### config.mk
export PLATFORM = sky130hd
export DESIGN_NAME = mem_bus_arbiter
export DESIGN_NICKNAME = d
export VERILOG_FILES = /design/src/rtl/mem_arb_pkg.sv /design/src/rtl/mem_arb_rr.sv /design/src/rtl/mem_bus_arbiter.sv
export SDC_FILE = /design/constraint.sdc
export NUM_CORES = 1
export LEC_CHECK = 0
export BUFFER_PORTS_ARGS = -buffer_cell sky130_fd_sc_hd__buf_2
export CAP_MARGIN = 20
export CORE_AREA = 2 2 109 111
export DETAILED_ROUTE_END_ITERATION = 7
export DIE_AREA = 0 0 111 113
export GPL_ROUTABILITY_DRIVEN = 1
export PLACE_DENSITY = 0.76
export REMOVE_ABC_BUFFERS = 1
export SETUP_SLACK_MARGIN = 0.5
export SYNTH_ARGS = -nofsm -noshare
export SYNTH_HDL_FRONTEND = slang
export SYNTH_SLANG_ARGS = --single-unit
### constraint.sdc
create_clock -name clk -period 4.1 [get_ports clk]
set_input_delay 0.41 -clock clk [delete_from_list [all_inputs] [get_ports clk]]
set_output_delay 0.41 -clock clk [all_outputs]
set_load 0.01 [all_outputs]
### src/rtl/mem_arb_pkg.sv
// Shared types and helpers for the memory bus arbiter.
package mem_arb_pkg;

  localparam int unsigned MEM_DATA_W = 32;
  localparam int unsigned BEAT_BYTES = MEM_DATA_W / 8;

  // FSM encoding kept as plain constants so legacy code can match on raw values
  typedef logic [1:0] state_t;
  localparam state_t ST_IDLE    = 2'd0;
  localparam state_t ST_I_BURST = 2'd1;
  localparam state_t ST_D_ACC   = 2'd2;
  localparam state_t ST_D_WAIT  = 2'd3;

  typedef enum logic {
    OWN_I = 1'b0,
    OWN_D = 1'b1
  } owner_e;

  // Number of low address bits addressing bytes within one refill line
  function automatic int unsigned line_off_w(input int unsigned burst_len);
    return $clog2(burst_len * BEAT_BYTES);
  endfunction

endpackage

### src/rtl/mem_arb_rr.sv
// Two-requester round-robin picker; bit 0 is the ICache, bit 1 the data side.
module mem_arb_rr
  import mem_arb_pkg::*;
(
  input  logic [1:0] req,
  input  owner_e     last_owner,
  output owner_e     winner,
  output logic       valid
);

  // On a tie the requester not served last wins
  always_comb begin
    valid = |req;
    if (req == 2'b11) begin
      winner = (last_owner == OWN_D) ? OWN_I : OWN_D;
    end else if (req[1]) begin
      winner = OWN_D;
    end else begin
      winner = OWN_I;
    end
  end

endmodule

### src/rtl/mem_bus_arbiter.sv
// Shares one memory port between ICache line refills and single-beat data accesses.
module mem_bus_arbiter
  import mem_arb_pkg::*;
#(
  parameter int unsigned ADDR_W    = 32,
  parameter int unsigned DATA_W    = 32,
  parameter int unsigned BURST_LEN = 4
) (
  input  logic                clk,
  input  logic                rst,
  input  logic                i_req,
  input  logic [ADDR_W-1:0]   i_addr,
  output logic                i_gnt,
  output logic                i_rvalid,
  output logic [DATA_W-1:0]   i_rdata,
  output logic                i_last,
  input  logic                d_req,
  input  logic                d_we,
  input  logic [ADDR_W-1:0]   d_addr,
  input  logic [DATA_W-1:0]   d_wdata,
  input  logic [DATA_W/8-1:0] d_wstrb,
  output logic                d_gnt,
  output logic                d_rvalid,
  output logic [DATA_W-1:0]   d_rdata,
  output logic                m_req,
  output logic                m_we,
  output logic [ADDR_W-1:0]   m_addr,
  output logic [DATA_W-1:0]   m_wdata,
  output logic [DATA_W/8-1:0] m_wstrb,
  input  logic                m_ready,
  input  logic                m_rvalid,
  input  logic [DATA_W-1:0]   m_rdata
);

  localparam int unsigned       CNT_W     = $clog2(BURST_LEN) + 1;
  localparam logic [CNT_W-1:0]  LAST_IDX  = CNT_W'(BURST_LEN - 1);
  localparam logic [ADDR_W-1:0] BEAT_STEP = ADDR_W'(BEAT_BYTES);
  localparam logic [ADDR_W-1:0] LINE_MASK = ~((ADDR_W'(1) << line_off_w(BURST_LEN)) - 1'b1);

  state_t              state_q, state_d;
  owner_e              last_owner_q, last_owner_d;
  logic [CNT_W-1:0]    issue_cnt_q, issue_cnt_d;
  logic [CNT_W-1:0]    rsp_cnt_q, rsp_cnt_d;
  logic                m_req_q, m_req_d;
  logic                m_we_q, m_we_d;
  logic [ADDR_W-1:0]   m_addr_q, m_addr_d;
  logic [DATA_W-1:0]   m_wdata_q, m_wdata_d;
  logic [DATA_W/8-1:0] m_wstrb_q, m_wstrb_d;
  logic                i_gnt_q, i_gnt_d;
  logic                d_gnt_q, d_gnt_d;

  owner_e pick_winner;
  logic   pick_valid;
  logic   beat_acc;

  mem_arb_rr u_rr (
    .req        ({d_req, i_req}),
    .last_owner (last_owner_q),
    .winner     (pick_winner),
    .valid      (pick_valid)
  );

  assign beat_acc = m_req_q & m_ready;

  // Next-state: arbitration in IDLE, beat issue and response counting while owned
  always_comb begin
    state_d      = state_q;
    last_owner_d = last_owner_q;
    issue_cnt_d  = issue_cnt_q;
    rsp_cnt_d    = rsp_cnt_q;
    m_req_d      = m_req_q;
    m_we_d       = m_we_q;
    m_addr_d     = m_addr_q;
    m_wdata_d    = m_wdata_q;
    m_wstrb_d    = m_wstrb_q;
    i_gnt_d      = 1'b0;
    d_gnt_d      = 1'b0;
    unique case (state_q)
      ST_IDLE: begin
        if (pick_valid) begin
          last_owner_d = pick_winner;
          issue_cnt_d  = '0;
          rsp_cnt_d    = '0;
          m_req_d      = 1'b1;
          if (pick_winner == OWN_I) begin
            i_gnt_d   = 1'b1;
            state_d   = ST_I_BURST;
            m_we_d    = 1'b0;
            m_addr_d  = i_addr & LINE_MASK;
            m_wdata_d = '0;
            m_wstrb_d = '0;
          end else begin
            d_gnt_d   = 1'b1;
            state_d   = ST_D_ACC;
            m_we_d    = d_we;
            m_addr_d  = d_addr;
            m_wdata_d = d_wdata;
            m_wstrb_d = d_wstrb;
          end
        end
      end
      ST_I_BURST: begin
        // Issue and response sides advance independently and may overlap
        if (beat_acc) begin
          issue_cnt_d = issue_cnt_q + 1'b1;
          if (issue_cnt_q == LAST_IDX) begin
            m_req_d = 1'b0;
          end else begin
            m_addr_d = m_addr_q + BEAT_STEP;
          end
        end
        if (m_rvalid) begin
          rsp_cnt_d = rsp_cnt_q + 1'b1;
          if (rsp_cnt_q == LAST_IDX) begin
            state_d = ST_IDLE;
          end
        end
      end
      ST_D_ACC: begin
        if (beat_acc) begin
          m_req_d = 1'b0;
          state_d = m_we_q ? ST_IDLE : ST_D_WAIT;
        end
      end
      ST_D_WAIT: begin
        if (m_rvalid) begin
          state_d = ST_IDLE;
        end
      end
      default: state_d = ST_IDLE;
    endcase
  end

  // State registers with synchronous reset
  always_ff @(posedge clk) begin
    if (rst) begin
      state_q      <= ST_IDLE;
      last_owner_q <= OWN_D;
      issue_cnt_q  <= '0;
      rsp_cnt_q    <= '0;
      m_req_q      <= 1'b0;
      m_we_q       <= 1'b0;
      m_addr_q     <= '0;
      m_wdata_q    <= '0;
      m_wstrb_q    <= '0;
      i_gnt_q      <= 1'b0;
      d_gnt_q      <= 1'b0;
    end else begin
      state_q      <= state_d;
      last_owner_q <= last_owner_d;
      issue_cnt_q  <= issue_cnt_d;
      rsp_cnt_q    <= rsp_cnt_d;
      m_req_q      <= m_req_d;
      m_we_q       <= m_we_d;
      m_addr_q     <= m_addr_d;
      m_wdata_q    <= m_wdata_d;
      m_wstrb_q    <= m_wstrb_d;
      i_gnt_q      <= i_gnt_d;
      d_gnt_q      <= d_gnt_d;
    end
  end

  // Responses are forwarded only to the current owner; strays elsewhere are dropped
  always_comb begin
    i_rvalid = (state_q == ST_I_BURST) & m_rvalid;
    i_rdata  = i_rvalid ? m_rdata : '0;
    i_last   = i_rvalid & (rsp_cnt_q == LAST_IDX);
    d_rvalid = (state_q == ST_D_WAIT) & m_rvalid;
    d_rdata  = d_rvalid ? m_rdata : '0;
  end

  assign i_gnt   = i_gnt_q;
  assign d_gnt   = d_gnt_q;
  assign m_req   = m_req_q;
  assign m_we    = m_we_q;
  assign m_addr  = m_addr_q;
  assign m_wdata = m_wdata_q;
  assign m_wstrb = m_wstrb_q;

endmodule
==> results by group <==
Cells and area
  • Fin cells: 1,006
  • Synth-to-Final Area Change: 38.3%
  • Share of layout cells above drive strength 1: 0.360
  • Ant. Diodes: 0
  • Nets@finish: 1,007

Setup path
  • Max FO, Critical Path: 46
  • Worst flop-to-flop path endpoint: m_addr[10]$_SDFFE_PP0P_
  • Buf/Inv on CP: 1
  • Crit path max-delay family: compound AO/OA/AOI/OAI gates
  • Max stage delay on crit path: 680 ps
  • Reg2Reg Depth: 7
  • CP cell instances: inv_1, ha_2, nor2_1, a2111o_1, nor2_1, o21ai_0, o21ai_0
  • Worst setup SP type: flop
  • Crit path DAT: 3030 ps
  • Element type at the critical path end: flop
  • Slowest CP cell: a2111o_1
  • R2r setup slk: 1340 ps
  • Data required time of the worst path: 4370 ps
  • Kind of critical path: reg -> reg
  • Reg2reg start: state_q[1]$_SDFFE_PP0P_

Place
  • Placed Instances: 990
  • PortBufs: 273
  • HPWL reported at the end of detailed placement: 11,300 um
  • Setup WS pre-CTS: 1360 ps
  • Gp weighted congestion: 0.832

STA
  • RSZ-0062 raised after global routing: no
  • Minimum clock period: 2760 ps
  • Worst slew margin: 0.421
  • Period utilization: 0.673
  • Setup-failing EPs final: 0
  • Fin Clk Skew: 7.49 ps
  • Least-Margin Pin Slew: 869 ps
  • Setup slack after layout: 1340 ps
  • Fmax: 0.362 GHz
  • Final count of pins violating max slew: 0
  • Final Hold Viols: 0

CTS
  • Hold_buf cts: 0
  • Post-CTS setup buffer count: 0
  • CTS Buffer Depth: 2
  • # resized after CTS: 0
  • Clock Root Buffer: clkbuf_16
  • CTS Buf Count: 9
  • # clock sinks: 81
  • Clock Latency Late Sink: 330 ps
  • Clock slew seen by the registers of the worst setup and hold paths: 70 ps
  • CTS H-tree depth: 3
  • CTS tree: yes

Power and ir drop
  • PD cells: 560 nW/um2
  • Leakage: 0.00335 uW
  • VDD IR max: 0.261 mV

Die
  • Core area: 11,300 um2
  • Die width: 111 um
  • I/O pin cnt: 278
  • Starting density of the core: 0.410
  • Rows: 39
  • Die area: 12,500 um2
  • Die height: 113 um

Min path
  • Hold Crit Endpoint: m_addr[1]$_SDFFE_PP0P_
  • Hold crit path type: in -> reg
  • Min-Delay Path Depth: 3
  • Worst hold start: d_addr[1]

GRT
  • Largest net degree at the start of global routing: 71
  • Initial antenna violation count: 0
  • Total track usage: 0.240
  • First-pass GRT wire length: 25,100 um
  • Vias in the first global route: 5,029
  • Grt total ovfl: 0

Detailed routing
  • Vias: 5,468
  • # DRC: 0
  • Vias/cell: 5.44
  • Final WL: 15,600 um
  • 1st-iter DRT viols: 302
  • Drt wl/cell: 15.5 um
  • Antenna-violating nets left: 0
  • Drt pass-1 iters: 5

Synth
  • Largest cells by area after synthesis: dfxtp_1 (35%), and3_1 (9.2%), a22oi_1 (6.7%)
  • Post-synth EDFFs: 0
  • Main synth FF type: dfxtp_1
  • Most common cell in the netlist: dfxtp_1
  • Sequential area share after synthesis: 0.351
  • Synth cell types: 57
  • Asr flop ratio synth: 0
  • Post-synth top area share: 0.351
  • YS warnings: 0
  • Dominant cell type by area after synthesis: dfxtp_1
  • Number of synthesized register bits: 81
  • Mapped Cells: 614
  • Post-synth top cells: dfxtp_1 (81), nand2_1 (75), nor2_1 (71)
  • Mapped Avg Cell Area: 7.53 um2
  • Mapped Area: 4620 um2

Flow run
  • Max cap viols: 0

Outcome
  • Outcome: completed
==> worst max-delay path by stage <==
stage / from / end / depth (start not counted)
floorplan: state_q[1]$_SDFFE_PP0P_ / m_addr[25]$_SDFFE_PP0P_ / 7
global placement: state_q[1]$_SDFFE_PP0P_ / m_addr[26]$_SDFFE_PP0P_ / 7
detailed placement: state_q[1]$_SDFFE_PP0P_ / m_addr[9]$_SDFFE_PP0P_ / 7
CTS: state_q[1]$_SDFFE_PP0P_ / m_addr[10]$_SDFFE_PP0P_ / 7
global route: state_q[1]$_SDFFE_PP0P_ / m_addr[10]$_SDFFE_PP0P_ / 7
finish: state_q[1]$_SDFFE_PP0P_ / m_addr[10]$_SDFFE_PP0P_ / 7
==> final cells by class <==
type | instances | area, um2
Multi-Input combinational cell | 470 | 2780
Fill cell | 1101 | 4870
Timing Repair Buffer | 281 | 1430
Clock buffer | 10 | 239
Sequential cell | 81 | 1620
Inverter | 15 | 56.3
Tap cell | 143 | 179
Clock inverter | 6 | 97.6
==> per-stage QoR <==
| step | area [um2] | util | hold WS (ps) | setup TNS (ps) | power, uW |
|---|---|---|---|---|---|
| after CTS | 6400 | 0.568 | 301 | 0 | 3590 |
| after global routing | 6400 | 0.568 | 318 | 0 | 3820 |
| after global placement | 6060 | 0.538 | 473 | 0 | 2660 |
| final | 6400 | 0.568 | 305 | 0 | 3580 |
| after floorplan | 4440 | - | 453 | -2290 | 2040 |
| after detailed placement | 6060 | 0.538 | 484 | 0 | 2680 |
==> flip-flops by register name, indices dropped and copies added, names as in the netlist <==
signal,cells
state_q,2
m_addr,32
d_gnt,1
last_owner_q,1
m_wstrb,4
issue_cnt_q,3
rsp_cnt_q,3
m_wdata,32
m_we,1
m_req,1
i_gnt,1
==> layer usage <==
| metal | track usage | part of all wire | up-vias |
|---|---|---|---|
| met5 | 0 | 0 | - |
| met4 | 0.0758 | 0.014 | 0 |
| met3 | 0.0509 | 0.073 | 17 |
| met2 | 0.385 | 0.46 | 218 |
| met1 | 0.325 | 0.45 | 2499 |
| li1 | - | - | 2734 |
==> cells by family (layout without fill, tap and decap cells) <==
family | count (synthesis) | in the layout | share of synthesized area
compound gates | 152 | 152 | 0.219
flops | 81 | 81 | 0.351
buf+inv | 63 | 312 | 0.0525
fa+ha+maj | 10 | 10 | 0.0271
mux | 13 | 13 | 0.0281
simple gates | 295 | 295 | 0.323
==> placed cells by master (no fill, tap or decap), types with 3 or more instances in the layout <==
cell type | netlist | final
o32ai_1 | 4 | 4
nor4_1 | 5 | 5
nor2_1 | 71 | 70
mux2i_1 | 13 | 13
buf_2 | 5 | 273
or4_1 | 5 | 5
clkbuf_16 | 0 | 9
nand2_1 | 75 | 75
o21ai_0 | 27 | 27
or3_1 | 5 | 5
ha_1 | 10 | 9
nor3_1 | 15 | 15
a21oi_1 | 37 | 37
nand4_1 | 11 | 11
a22oi_1 | 41 | 41
and3_1 | 68 | 68
a32o_1 | 3 | 3
nand2b_1 | 5 | 5
inv_1 | 14 | 14
o22ai_1 | 4 | 4
buf_4 | 0 | 8
dfxtp_1 | 81 | 81
a31oi_1 | 7 | 7
nand3_1 | 19 | 19
a211oi_1 | 4 | 4
and2_1 | 4 | 4
==> power breakdown <==
part | internal, uW | switching, uW
registers | 979 | 241
clock network | 559 | 345
logic | 567 | 888
==> worst reg2reg max path, stage by stage, from the launching register on <==
cell	delay [ps]
dfxtp_1	340
inv_1	110
ha_2	670
nor2_1	200
a2111o_1	680
nor2_1	470
o21ai_0	150
o21ai_0	90
No activity file was read; power rests on OpenSTA's default activity.
